## src/rtl/fetch_queue_pkg.sv

```systemverilog
// Shared fetch-queue constants: default widths and the NOP encoding that decode
// also uses when nothing is presented.
package fetch_queue_pkg;

    localparam int unsigned FQ_DEF_XLEN  = 32;
    localparam int unsigned FQ_DEF_DEPTH = 4;

    // addi x0, x0, 0
    localparam logic [31:0] FQ_NOP = 32'h0000_0013;

endpackage : fetch_queue_pkg

```

## src/rtl/fetch_queue_if.sv

```systemverilog
// Fetch -> queue -> decode handshake bundle. The slave view belongs to the
// queue; the master view belongs to the pipeline around it.
interface fetch_queue_if
    import fetch_queue_pkg::*;
#(
    parameter int unsigned XLEN = FQ_DEF_XLEN
);

    logic            if_valid_in;
    logic [XLEN-1:0] if_ins_in;
    logic [XLEN-1:0] if_pc_plus_4_in;
    logic            if_ready_out;

    logic            id_valid_out;
    logic [XLEN-1:0] id_ins_out;
    logic [XLEN-1:0] id_pc_plus_4_out;
    logic            id_ready_in;

    modport slave (
        input  if_valid_in, if_ins_in, if_pc_plus_4_in, id_ready_in,
        output if_ready_out, id_valid_out, id_ins_out, id_pc_plus_4_out
    );

    modport master (
        output if_valid_in, if_ins_in, if_pc_plus_4_in, id_ready_in,
        input  if_ready_out, id_valid_out, id_ins_out, id_pc_plus_4_out
    );

endinterface : fetch_queue_if

```

## src/rtl/fetch_queue_mem.sv

```systemverilog
// Entry storage: DEPTH x WIDTH register array, one synchronous write port and
// one asynchronous read port. Contents are deliberately not reset.
module fetch_queue_mem #(
    parameter int unsigned WIDTH = 64,
    parameter int unsigned DEPTH = 4
) (
    input  logic                     i_clk,
    input  logic                     i_we,
    input  logic [$clog2(DEPTH)-1:0] i_waddr,
    input  logic [WIDTH-1:0]         i_wdata,
    input  logic [$clog2(DEPTH)-1:0] i_raddr,
    output logic [WIDTH-1:0]         o_rdata
);

    logic [WIDTH-1:0] r_mem [DEPTH];

    always_ff @(posedge i_clk) begin
        if (i_we) begin
            r_mem[i_waddr] <= i_wdata;
        end
    end

    assign o_rdata = r_mem[i_raddr];

endmodule : fetch_queue_mem

```

## src/rtl/fetch_queue.sv

```systemverilog
// Show-ahead instruction queue between fetch and decode: pointer, occupancy
// and handshake control around the fetch_queue_mem storage.
module fetch_queue
    import fetch_queue_pkg::*;
#(
    parameter int unsigned XLEN     = FQ_DEF_XLEN,
    parameter int unsigned DEPTH    = FQ_DEF_DEPTH,
    parameter int unsigned AF_LEVEL = DEPTH - 1
) (
    input  logic                   clk,
    input  logic                   rst,
    fetch_queue_if.slave           bus,
    input  logic                   flush_in,
    output logic [$clog2(DEPTH):0] count_out,
    output logic                   almost_full_out
);

    localparam int unsigned AW = $clog2(DEPTH);
    localparam int unsigned CW = AW + 1;
    localparam int unsigned EW = 2 * XLEN;

    if (DEPTH < 2 || (DEPTH & (DEPTH - 1)) != 0) begin : g_bad_depth
        $error("fetch_queue: DEPTH must be a power of two and at least 2");
    end

    logic [AW-1:0] r_wptr;
    logic [AW-1:0] r_rptr;
    logic [CW-1:0] r_count;

    logic          w_full;
    logic          w_empty;
    logic          w_push;
    logic          w_pop;
    logic [EW-1:0] w_rdata;

    assign w_full  = (r_count == CW'(DEPTH));
    assign w_empty = (r_count == '0);

    // Full refuses a push even when a pop happens in the same cycle, which keeps
    // if_ready_out free of any path from id_ready_in.
    assign w_push = bus.if_valid_in && !w_full && !flush_in;
    assign w_pop  = !w_empty && bus.id_ready_in && !flush_in;

    // DEPTH is a power of two, so natural pointer overflow is the modulo wrap.
    always_ff @(posedge clk or negedge rst) begin
        if (!rst) begin
            r_wptr  <= '0;
            r_rptr  <= '0;
            r_count <= '0;
        end else if (flush_in) begin
            r_wptr  <= '0;
            r_rptr  <= '0;
            r_count <= '0;
        end else begin
            if (w_push) begin
                r_wptr <= r_wptr + AW'(1);
            end
            if (w_pop) begin
                r_rptr <= r_rptr + AW'(1);
            end
            case ({w_push, w_pop})
                2'b10:   r_count <= r_count + CW'(1);
                2'b01:   r_count <= r_count - CW'(1);
                default: r_count <= r_count;
            endcase
        end
    end

    fetch_queue_mem #(
        .WIDTH (EW),
        .DEPTH (DEPTH)
    ) u_mem (
        .i_clk   (clk),
        .i_we    (w_push),
        .i_waddr (r_wptr),
        .i_wdata ({bus.if_ins_in, bus.if_pc_plus_4_in}),
        .i_raddr (r_rptr),
        .o_rdata (w_rdata)
    );

    // Head entry straight from storage; NOP/0 masks stale contents when empty.
    assign bus.if_ready_out     = !w_full;
    assign bus.id_valid_out     = !w_empty;
    assign bus.id_ins_out       = w_empty ? XLEN'(FQ_NOP) : w_rdata[EW-1:XLEN];
    assign bus.id_pc_plus_4_out = w_empty ? '0 : w_rdata[XLEN-1:0];

    assign count_out       = r_count;
    assign almost_full_out = (r_count >= CW'(AF_LEVEL));

endmodule : fetch_queue

```

## src/flat_wrapper.sv

```systemverilog
// flat-port wrapper written by rule: the top's interface ports become plain ports
module fetch_queue_flat import fetch_queue_pkg::*;
#(
    parameter int unsigned XLEN     = FQ_DEF_XLEN,
    parameter int unsigned DEPTH    = FQ_DEF_DEPTH,
    parameter int unsigned AF_LEVEL = DEPTH - 1
)
  (clk, rst, flush_in, count_out, almost_full_out, bus_if_valid_in, bus_if_ins_in, bus_if_pc_plus_4_in, bus_id_ready_in, bus_if_ready_out, bus_id_valid_out, bus_id_ins_out, bus_id_pc_plus_4_out);
  fetch_queue_if #(.XLEN(XLEN)) bus_i ();
  input  logic clk;
  input  logic rst;
  input  logic flush_in;
  output logic [$clog2(DEPTH):0] count_out;
  output logic almost_full_out;
  input wire logic [$bits(bus_i.if_valid_in)-1:0] bus_if_valid_in;
  input wire logic [$bits(bus_i.if_ins_in)-1:0] bus_if_ins_in;
  input wire logic [$bits(bus_i.if_pc_plus_4_in)-1:0] bus_if_pc_plus_4_in;
  input wire logic [$bits(bus_i.id_ready_in)-1:0] bus_id_ready_in;
  output wire logic [$bits(bus_i.if_ready_out)-1:0] bus_if_ready_out;
  output wire logic [$bits(bus_i.id_valid_out)-1:0] bus_id_valid_out;
  output wire logic [$bits(bus_i.id_ins_out)-1:0] bus_id_ins_out;
  output wire logic [$bits(bus_i.id_pc_plus_4_out)-1:0] bus_id_pc_plus_4_out;
  assign bus_i.if_valid_in = bus_if_valid_in;
  assign bus_i.if_ins_in = bus_if_ins_in;
  assign bus_i.if_pc_plus_4_in = bus_if_pc_plus_4_in;
  assign bus_i.id_ready_in = bus_id_ready_in;
  assign bus_if_ready_out = bus_i.if_ready_out;
  assign bus_id_valid_out = bus_i.id_valid_out;
  assign bus_id_ins_out = bus_i.id_ins_out;
  assign bus_id_pc_plus_4_out = bus_i.id_pc_plus_4_out;
  fetch_queue #(.XLEN(XLEN), .DEPTH(DEPTH), .AF_LEVEL(AF_LEVEL)) u_core (.clk(clk), .rst(rst), .bus(bus_i), .flush_in(flush_in), .count_out(count_out), .almost_full_out(almost_full_out));
endmodule
```

## config.mk

```make
export PLATFORM = sky130hd
export DESIGN_NAME = fetch_queue_flat
export DESIGN_NICKNAME = d
export VERILOG_FILES = /design/src/rtl/fetch_queue_pkg.sv /design/src/rtl/fetch_queue_if.sv /design/src/rtl/fetch_queue_mem.sv /design/src/rtl/fetch_queue.sv /design/src/flat_wrapper.sv
export SDC_FILE = /design/constraint.sdc
export NUM_CORES = 1
export LEC_CHECK = 0
export ABC_AREA = 1
export BUFFER_PORTS_ARGS = -buffer_cell sky130_fd_sc_hd__buf_2
export CAP_MARGIN = 25
export CORE_ASPECT_RATIO = 0.9
export CORE_MARGIN = 2
export CORE_UTILIZATION = 62
export DETAILED_ROUTE_END_ITERATION = 12
export MAX_ROUTING_LAYER = met4
export PLACE_DENSITY = 0.85
export SYNTH_ARGS = -nofsm -noshare
export SYNTH_HDL_FRONTEND = slang
export SYNTH_SLANG_ARGS = --single-unit
```

## constraint.sdc

```tcl
create_clock -name clk -period 7.5 [get_ports clk]
set_clock_uncertainty 0.1 [all_clocks]
set_input_delay 1.125 -clock clk [delete_from_list [all_inputs] [get_ports clk]]
set_output_delay 1.125 -clock clk [all_outputs]
set_load 0.005 [all_outputs]
```

==> flow_summary.ini, run 1 <==
[outcome]
status = finished clean

[global_routing]
antenna_found_initial = 1
grt-ovfl-total = 0
grt_usage_pct = 24.2
grt_pass1_wl_um = 32900
grt_pass1_vias = 6472
grt_start_max_net_pins = 68

[timing]
relSlewSlack_pct = 33.9
finalCritPeriodShare_pct = 64.3
setup_slack_ns = 2.68
final_max_slew_viol_count = 0
setup_tns_ns = 0
max_freq_ghz = 0.207
hold_viol = 0
worstMarginPinSlew_ns = 0.992
finalCriticalPeriod_ns = 4.82
fin_hold_ws_ns = 0.356
finalSetupViolations = 0
rsz0062_at_grt = false

[logic_synthesis]
ys_warn_count = 0
synth.yosys.seq_area_share_pct = 75.7
synthCells = 817
synth_nets = 891
netlist-cell-type-count = 22
syn_avg_cell_area_um2 = 12.7
ys_ff_latch = 263
syn_area_um2 = 10400

[clock_network]
insertion_delay_ns = 0.50
clock-sinks = 263
clkTransAtPathRegs_ns = 0.06
tritoncts = done
clockRootBuffer = clkbuf_16
cts_setup_buffers = 0
cts_buffer_depth = 3
hold_buffers = 0
cts_buffers = 25
htree_levels = 1
cts_resized = 0

[detailed_routing]
antenna_left = 0
vias = 6672
avgRoutedWirePerCell_um = 17.8
viasPerCell = 5.70
drcViolationCount = 0
dr.first_iter.drc_count = 594
drt_pass1_iterations = 5
routed_wl_um = 20800

[placement]
dp_hpwl_um = 11100
dp_slack_ns = 3.27
port_buffers = 138
gp_congestion = 0.757

[power]
power.density_nw_per_um2 = 326
vdd_ir_drop_max_mv = 0.226
leakage_nw = 4.33
report.power.total_mw = 3.87

[run]
max-cap-violations = 0

[floorplan]
die-area_um2 = 17800
io_pins = 139
core_area_um2 = 16200
dieHeight_um = 127
start_util_pct = 63.9
core.rowCount = 44
die_w_um = 140

[critical_path]
crit_arrival_ns = 3.60
path_cells = clkinv_2 > buf_4 > nor2_1 > nor2_1 > o21ai_0 > o311ai_0 > buf_2
crit_buf_inv = 3
critical_path.max_fanout = 67
cpMaxStageDelayCell = dfrtp_4
slowest_delay_ns = 0.90
crit_top_cell = nor2_1
critPathKind = reg -> out
critPathTopFamily = buffers and inverters
end_kind = primary output
startpoint_type = flip-flop
crit_required_ns = 6.27

[cells_and_area]
fin_util_pct = 73.2
nets = 1018
area.growth.synth_to_final_pct = 14.5
multi_input_area_um2 = 2210
final-seq-area_um2 = 7870
drive_gt1_share_pct = 20.3
fillCellCount = 991

[worst_hold_path]
hold_class = in -> async
final timing paths:
kind                                     startpoint             endpoint  slack [ns]  depth (start not counted)
worst max-delay path               u_core.r_rptr[0]    bus_id_ins_out[4]        2.68                          7
worst min-delay path                            rst     u_core.r_rptr[0]        0.36                          1
worst max register to register     u_core.r_rptr[0]     u_core.r_rptr[0]        4.72                          3
worst min register to register  u_core.count_out[0]  u_core.count_out[0]        0.50                          1
max in group asynchronous                       rst     u_core.r_rptr[1]        6.76                          1
min in group clk                u_core.count_out[0]  u_core.count_out[0]        0.50                          1
layout by cell type, fill, tap and decap left out, types with 9 or more instances in the layout:
cell / synthesis / routed
nor2_1: 261 / 257
o21ai_0: 124 / 124
a21oi_1: 64 / 64
inv_1: 11 / 10
edfxtp_1: 256 / 256
nand2_1: 20 / 20
clkbuf_1: 13 / 10
buf_2: 14 / 138
clkbuf_16: 0 / 25
buf_4: 9 / 9
registers in the layout (all words and copies together), names as in the netlist:
register            count
u_core.r_rptr           2
u_core.count_out        3
u_core.r_wptr           2
u_core.u_mem.r_mem    256
cell families (layout without fill, tap and decap cells):
logic type,after synthesis,in the layout,synth area share [%]
AO/OA/AOI/OAI,197,197,9.63
XOR/XNOR,1,1,0.0844
adder cells (fa/ha/maj),5,5,0.675
buffers and inverters,62,207,3.24
flip-flops,263,263,75.7
other,0,1,0
AND/OR/NAND/NOR,289,289,10.6
power breakdown:
group | total [mW] | switching [mW] | leakage, nW | internal, mW
clock | 1.10 | 0.484 | 0.350 | 0.614
sequential | 1.77 | 0.0658 | 2.41 | 1.71
combinational | 1.00 | 0.648 | 1.56 | 0.352
cell type report:
type	count	area share [%]
Sequential cell	263	66.2
Multi-Input combinational cell	492	18.6
Timing Repair Buffer	148	6.55
Clock buffer	35	5.58
Tap cell	207	2.18
Inverter	14	0.453
Clock inverter	10	0.379
Antenna cell	1	0.0211
cell usage after synthesis, drive strengths merged:
library cell    n  area share, %
nor2          263            9.6
buf            35            2.3
a21boi          1          0.072
nand2          24           0.96
clkbuf         13           0.47
xnor2           1          0.084
a21oi          64            3.1
dfrtp           7            1.7
inv            14           0.51
o311ai          3           0.25
edfxtp        256             74
o21ai         129            6.2
fa              1           0.19
ha              4           0.48
nand3           2          0.096
layer usage:
layer  track usage (%)  wire length (µm)
met5                 -                 0
met4              7.19               441
met3              4.61              1730
met2              39.0             10200
met1              31.9              8420
per-stage QoR:
stage	area, µm²	cells
2_1_floorplan	10400	817
3_3_place_gp	11100	1123
3_5_place_dp	11100	1123
4_1_cts	11900	1168
5_1_grt	11900	1170
6_report	11900	1170
Note: power is estimated with default switching activity, not from simulation.
==> run 2, diff against run 1 <==
--- a/config.mk
+++ b/config.mk
@@ -5,15 +5,15 @@
 export SDC_FILE = /design/constraint.sdc
 export NUM_CORES = 1
 export LEC_CHECK = 0
-export ABC_AREA = 1
+export ABC_AREA = 0
 export BUFFER_PORTS_ARGS = -buffer_cell sky130_fd_sc_hd__buf_2
 export CAP_MARGIN = 25
 export CORE_ASPECT_RATIO = 0.9
 export CORE_MARGIN = 2
-export CORE_UTILIZATION = 62
+export CORE_UTILIZATION = 57
 export DETAILED_ROUTE_END_ITERATION = 12
 export MAX_ROUTING_LAYER = met4
-export PLACE_DENSITY = 0.85
+export PLACE_DENSITY = 0.79
 export SYNTH_ARGS = -nofsm -noshare
 export SYNTH_HDL_FRONTEND = slang
 export SYNTH_SLANG_ARGS = --single-unit
==> constraint.sdc (replaced) <==
create_clock -name clk -period 5 [get_ports clk]
set_clock_uncertainty 0.1 [all_clocks]
set_input_delay 0.75 -clock clk [delete_from_list [all_inputs] [get_ports clk]]
set_output_delay 0.75 -clock clk [all_outputs]
set_load 0.005 [all_outputs]
==> run 2 against run 1 <==
Net effect:
- synthesized cell count is 42% lower
- global-route usage fell by 3.8 points
- via count is 26% lower
- area after synthesis fell by 1.3%
- first-iteration DRC count fell by 37%
- critical endpoint is now bus_id_pc_plus_4_out[30]
- largest cell class unchanged
==> flow_summary.ini, run 2 <==
[timing]
setup_slack_ns = 1.25
setup_tns_ns = 0
rsz0062_at_grt = false
fin_hold_ws_ns = 0.355
final_max_slew_viol_count = 0
hold_viol = 0
finalCriticalPeriod_ns = 3.75
max_freq_ghz = 0.267
worstMarginPinSlew_ns = 0.990
relSlewSlack_pct = 34.0
finalCritPeriodShare_pct = 75.0
finalSetupViolations = 0

[detailed_routing]
viasPerCell = 5.62
avgRoutedWirePerCell_um = 21.1
dr.first_iter.drc_count = 374
drcViolationCount = 0
drt_pass1_iterations = 6
vias = 4915
routed_wl_um = 18500
antenna_left = 0

[clock_network]
clockRootBuffer = clkbuf_16
cts_buffer_depth = 3
clkTransAtPathRegs_ns = 0.06
htree_levels = 1
clock-sinks = 263
cts_buffers = 25
tritoncts = done
insertion_delay_ns = 0.51

[outcome]
status = finished clean

[worst_hold_path]
hold_class = in -> reg
hold_depth = 1
hold_start = bus_if_ins_in[25]
hold-path-endpoint = u_core.u_mem.r_mem[0][57]

[placement]
dp_cells = 826
port_buffers = 138
dp_hpwl_um = 10500
dp_slack_ns = 1.71
gp_congestion = 0.762

[logic_synthesis]
syn_area_um2 = 10200
synth_nets = 544
synth.most_common_cell = edfxtp_1
ys_warn_count = 0
ys_ff_latch = 263
synth_top_area_cell = edfxtp_1
synthCells = 470
synth.yosys.seq_area_share_pct = 76.7
yosys.area.top_type_share_pct = 75.0
syn_avg_cell_area_um2 = 21.8
synthFlopType = edfxtp_1
synth_common_cells = 256 x edfxtp_1, 65 x and2_1, 64 x mux4_2, 11 x buf_2, 8 x clkbuf_1
netlist-cell-type-count = 36
synth_edf_count = 256
synth_async_sr_flop_share_pct = 2.66
synth_area_leaders = edfxtp_1 75%, mux4_2 14%, and2_1 4.0%

[critical_path]
end_kind = primary output
ff2ff_setup_slack_ns = 2.35
timing.rr.end = u_core.u_mem.r_mem[2][2]
startpoint_type = flip-flop
crit_arrival_ns = 2.90
r2r-start = u_core.count_out[0]
critical_path.max_fanout = 34
cp-startpoint = u_core.count_out[0]
crit_required_ns = 4.15
r2r_cells = 3
critPathKind = reg -> out

[cells_and_area]
area.growth.synth_to_final_pct = 16.8
largest_reg_flops = 256
nets = 689
drive_gt1_share_pct = 40.3
fin_cells = 874
top_register = u_core.u_mem.r_mem
final_common_cell = edfxtp_1
final_cell_mix = 256 x edfxtp_1, 138 x buf_2, 64 x mux4_2
fillCellCount = 1171

[power]
report.power.total_mw = 5.25
vdd_ir_drop_max_mv = 0.330
power.density_nw_per_um2 = 439
leakage_nw = 4.11

[floorplan]
core.rowCount = 46
start_util_pct = 58.2
io_pins = 139
dieHeight_um = 131
die-area_um2 = 19100
core_area_um2 = 17600
die_w_um = 145

[global_routing]
grt-ovfl-total = 0
grt_pass1_vias = 5282
grt_pass1_wl_um = 29200
grt_usage_pct = 20.4
antenna_found_initial = 1
grt_start_max_net_pins = 65

[run]
max-cap-violations = 0
-- run 2: stage by stage --
step	area [µm²]	util (%)
final	12000	68.0
after global placement	11100	63.2
after detailed placement	11100	63.2
after global routing	12000	68.0
after floorplan	10200	-
after CTS	11900	67.8
-- run 2: cells by family (layout without fill, tap and decap cells) --
| family | Yosys count | after routing | synth area share (%) |
|---|---|---|---|
| flops | 263 | 263 | 76.7 |
| simple gates | 85 | 85 | 5.13 |
| mux | 65 | 65 | 14.2 |
| buf+inv | 32 | 194 | 1.75 |
| compound gates | 17 | 17 | 1.28 |
| fa+ha+maj | 5 | 5 | 0.684 |
| xor+xnor | 3 | 3 | 0.256 |
| other cells | 0 | 2 | 0 |
-- run 2: how the worst max path moves through the flow --
stage,to,cells after the start
finish,bus_id_pc_plus_4_out[30],5
global route,bus_id_pc_plus_4_out[11],5
CTS,bus_id_pc_plus_4_out[30],5
detailed placement,bus_id_pc_plus_4_out[30],5
global placement,bus_id_pc_plus_4_out[30],5
floorplan,u_core.u_mem.r_mem[0][0],3
-- run 2: layout make-up --
| cell class | instances | area [µm²] | share of cell area [%] |
|---|---|---|---|
| multi-input cells | 175 | 2210 | 18.5 |
| well taps | 240 | 300 | 2.51 |
| repair buffers | 144 | 771 | 6.44 |
| flip-flops and latches | 263 | 7870 | 65.7 |
| clock inverters | 10 | 101 | 0.847 |
| diodes | 2 | 5.00 | 0.0418 |
| clock buffers | 34 | 689 | 5.76 |
| inverters | 6 | 22.5 | 0.188 |
-- run 2: worst max-delay path, cell delays in order (launching register included) --
cell and delay (ns):
dfrtp_1 0.55, nor3_2 0.31, clkinv_1 0.69, buf_4 0.50, and2_1 0.20, buf_2 0.13
-- run 2: routing by layer --
metal | vias up | share of wire, % | GRT usage, %
met2 | 164 | 50 | 33.6
met4 | 0 | 2.1 | 4.90
met3 | 29 | 6.8 | 4.83
met1 | 2532 | 41 | 26.1
met5 | - | 0 | -
li1 | 2190 | - | -
-- run 2: repair_timing --
action	CTS	global route
resized for setup	0	0
endpoints found under the hold margin	7	0
hold buffers	1	0
setup buffers	0	0
-- run 2: power by group --
part	internal [mW]	switching [mW]
logic	0.456	0.392
registers	2.51	0.0781
clock network	1.06	0.751
==> run 3, diff against run 2 <==
--- a/config.mk
+++ b/config.mk
@@ -10,10 +10,10 @@
 export CAP_MARGIN = 25
 export CORE_ASPECT_RATIO = 0.9
 export CORE_MARGIN = 2
-export CORE_UTILIZATION = 57
+export CORE_UTILIZATION = 52
 export DETAILED_ROUTE_END_ITERATION = 12
 export MAX_ROUTING_LAYER = met4
-export PLACE_DENSITY = 0.79
+export PLACE_DENSITY = 0.76
 export SYNTH_ARGS = -nofsm -noshare
 export SYNTH_HDL_FRONTEND = slang
 export SYNTH_SLANG_ARGS = --single-unit
==> constraint.sdc (replaced) <==
create_clock -name clk -period 3.25 [get_ports clk]
set_clock_uncertainty 0.1 [all_clocks]
set_input_delay 0.4875 -clock clk [delete_from_list [all_inputs] [get_ports clk]]
set_output_delay 0.4875 -clock clk [all_outputs]
set_load 0.005 [all_outputs]
==> run 3 against run 2 <==
Net effect:
- non-clock buffer count grew 9
- clock power rose by 57%
- core utilization is 5.1 points lower
- flip-flop and latch count did not move
- combinational power up 58%
- clock-buffer cell count fell by 3
- sequential share of layout area shrank 0.79 points
- power rose by 55%
- critical endpoint is now bus_id_ins_out[31]
==> flow_summary.ini, run 3 (synthesis gave the netlist of run 2 again) <==
[outcome]
status = finished clean

[timing]
fin_hold_ws_ns = 0.0858
finalCriticalPeriod_ns = 3.03
rsz0062_at_grt = false
max_freq_ghz = 0.330
final_max_slew_viol_count = 0
relSlewSlack_pct = 37.8
finalCritPeriodShare_pct = 93.2
hold_viol = 0
setup_tns_ns = 0
finalSetupViolations = 0
worstMarginPinSlew_ns = 0.934

[critical_path]
timing.rr.end = u_core.u_mem.r_mem[3][20]
critPathKind = reg -> out
slowest_delay_ns = 0.90
startpoint_type = flip-flop
end_kind = primary output
path_cells = buf_4 > mux4_2 > and2_1 > buf_2
critical_path.max_fanout = 45
ff2ff_setup_slack_ns = 0.73
r2r_cells = 4
cpMaxStageDelayCell = dfrtp_4
crit_required_ns = 2.66
r2r-start = u_core.count_out[0]
crit_arrival_ns = 2.44

[detailed_routing]
drt_pass1_iterations = 4
avgRoutedWirePerCell_um = 21.0
antenna_left = 0
viasPerCell = 5.58
drcViolationCount = 0
routed_wl_um = 18800
vias = 5001
dr.first_iter.drc_count = 379

[placement]
dp_cells = 846
dp_hpwl_um = 11500
port_buffers = 138
gp_congestion = 0.808

[cells_and_area]
drive_gt1_share_pct = 41.5
nets = 699
final_common_cell = edfxtp_1
largest_reg_flops = 256
top_register = u_core.u_mem.r_mem
final_cell_mix = 256 x edfxtp_1, 138 x buf_2, 64 x mux4_2
fillCellCount = 1359
fin_cells = 896
area.growth.synth_to_final_pct = 18.3

[global_routing]
top_usage_layer = met2
grt_pass1_vias = 5202
grt_start_max_net_pins = 63
antenna_found_initial = 1
grt-ovfl-total = 0
grt_pass1_wl_um = 29300
grt_util_met3_pct = 3.64
grtUsageMet1_pct = 26.2
grt_usage_pct = 18.8
use_met2_pct = 29.7

[clock_network]
clockRootBuffer = clkbuf_16
cts_buffers = 26
htree_levels = 1
tritoncts = done
cts_buffer_depth = 3
clkTransAtPathRegs_ns = 0.06
insertion_delay_ns = 0.52
cts_resized = 0
clock-sinks = 263

[run]
max-cap-violations = 0

[power]
vdd_ir_drop_max_mv = 0.367
leakage_nw = 4.18
power.density_nw_per_um2 = 673
report.power.total_mw = 8.15

[worst_hold_path]
hold_depth = 1
hold_class = in -> reg
hold-path-endpoint = u_core.u_mem.r_mem[1][33]
hold_start = bus_if_ins_in[1]

[floorplan]
core.rowCount = 48
die-area_um2 = 20800
core_area_um2 = 19300
die_w_um = 152
io_pins = 139
start_util_pct = 53.1
dieHeight_um = 137
[run 3: through the flow]
stage	util (%)	cell area, µm²	setup slack [ns]
global placement	58.5	11300	0.705
CTS	62.8	12100	0.179
floorplan	-	10200	0.156
detailed placement	58.5	11300	0.637
global route	62.9	12100	0.0793
finish	62.9	12100	0.220
[run 3: per-layer routing]
layer / vias to the layer above / share of wire (%)
met2: 170 / 48
li1: 2215 / -
met4: 0 / 1.4
met5: - / 0
met1: 2588 / 44
met3: 28 / 5.9
[run 3: area by class of cell]
class	instances	area [µm²]	area share, %
sequential	263	7870	64.9
multi-input combinational	175	2210	18.3
timing repair buffer	153	868	7.16
clock buffer	31	691	5.70
tap	250	313	2.58
clock inverter	16	136	1.13
inverter	6	22.5	0.186
antenna	2	5.00	0.0413
[run 3: timing repair]
| action | in CTS | in global routing |
|---|---|---|
| hold endpoints to repair | 7 | 0 |
| buffers inserted | 0 | 0 |
| hold buffers | 1 | 0 |
[run 3: worst max-delay path: cells and delay by family (launching register included)]
family,cells,cell delay (ns)
buffers and inverters,2,0.46
multiplexers,1,0.37
flip-flops,1,0.90
AND/OR/NAND/NOR,1,0.18
[run 3: worst max-delay path by stage]
stage                        start                   endpoint
6_report          u_core.r_rptr[1]         bus_id_ins_out[31]
5_1_grt        u_core.count_out[0]         bus_id_ins_out[11]
4_1_cts           u_core.r_rptr[1]         bus_id_ins_out[31]
3_5_place_dp       bus_if_valid_in  u_core.u_mem.r_mem[3][14]
3_3_place_gp       bus_if_valid_in  u_core.u_mem.r_mem[3][14]
2_1_floorplan             flush_in   u_core.u_mem.r_mem[2][0]
[run 3: where the power goes]
group	switching (mW)	internal [mW]	leakage, nW
combinational	0.623	0.717	1.37
clock	1.18	1.67	0.400
sequential	0.101	3.86	2.41
total	1.91	6.25	4.18
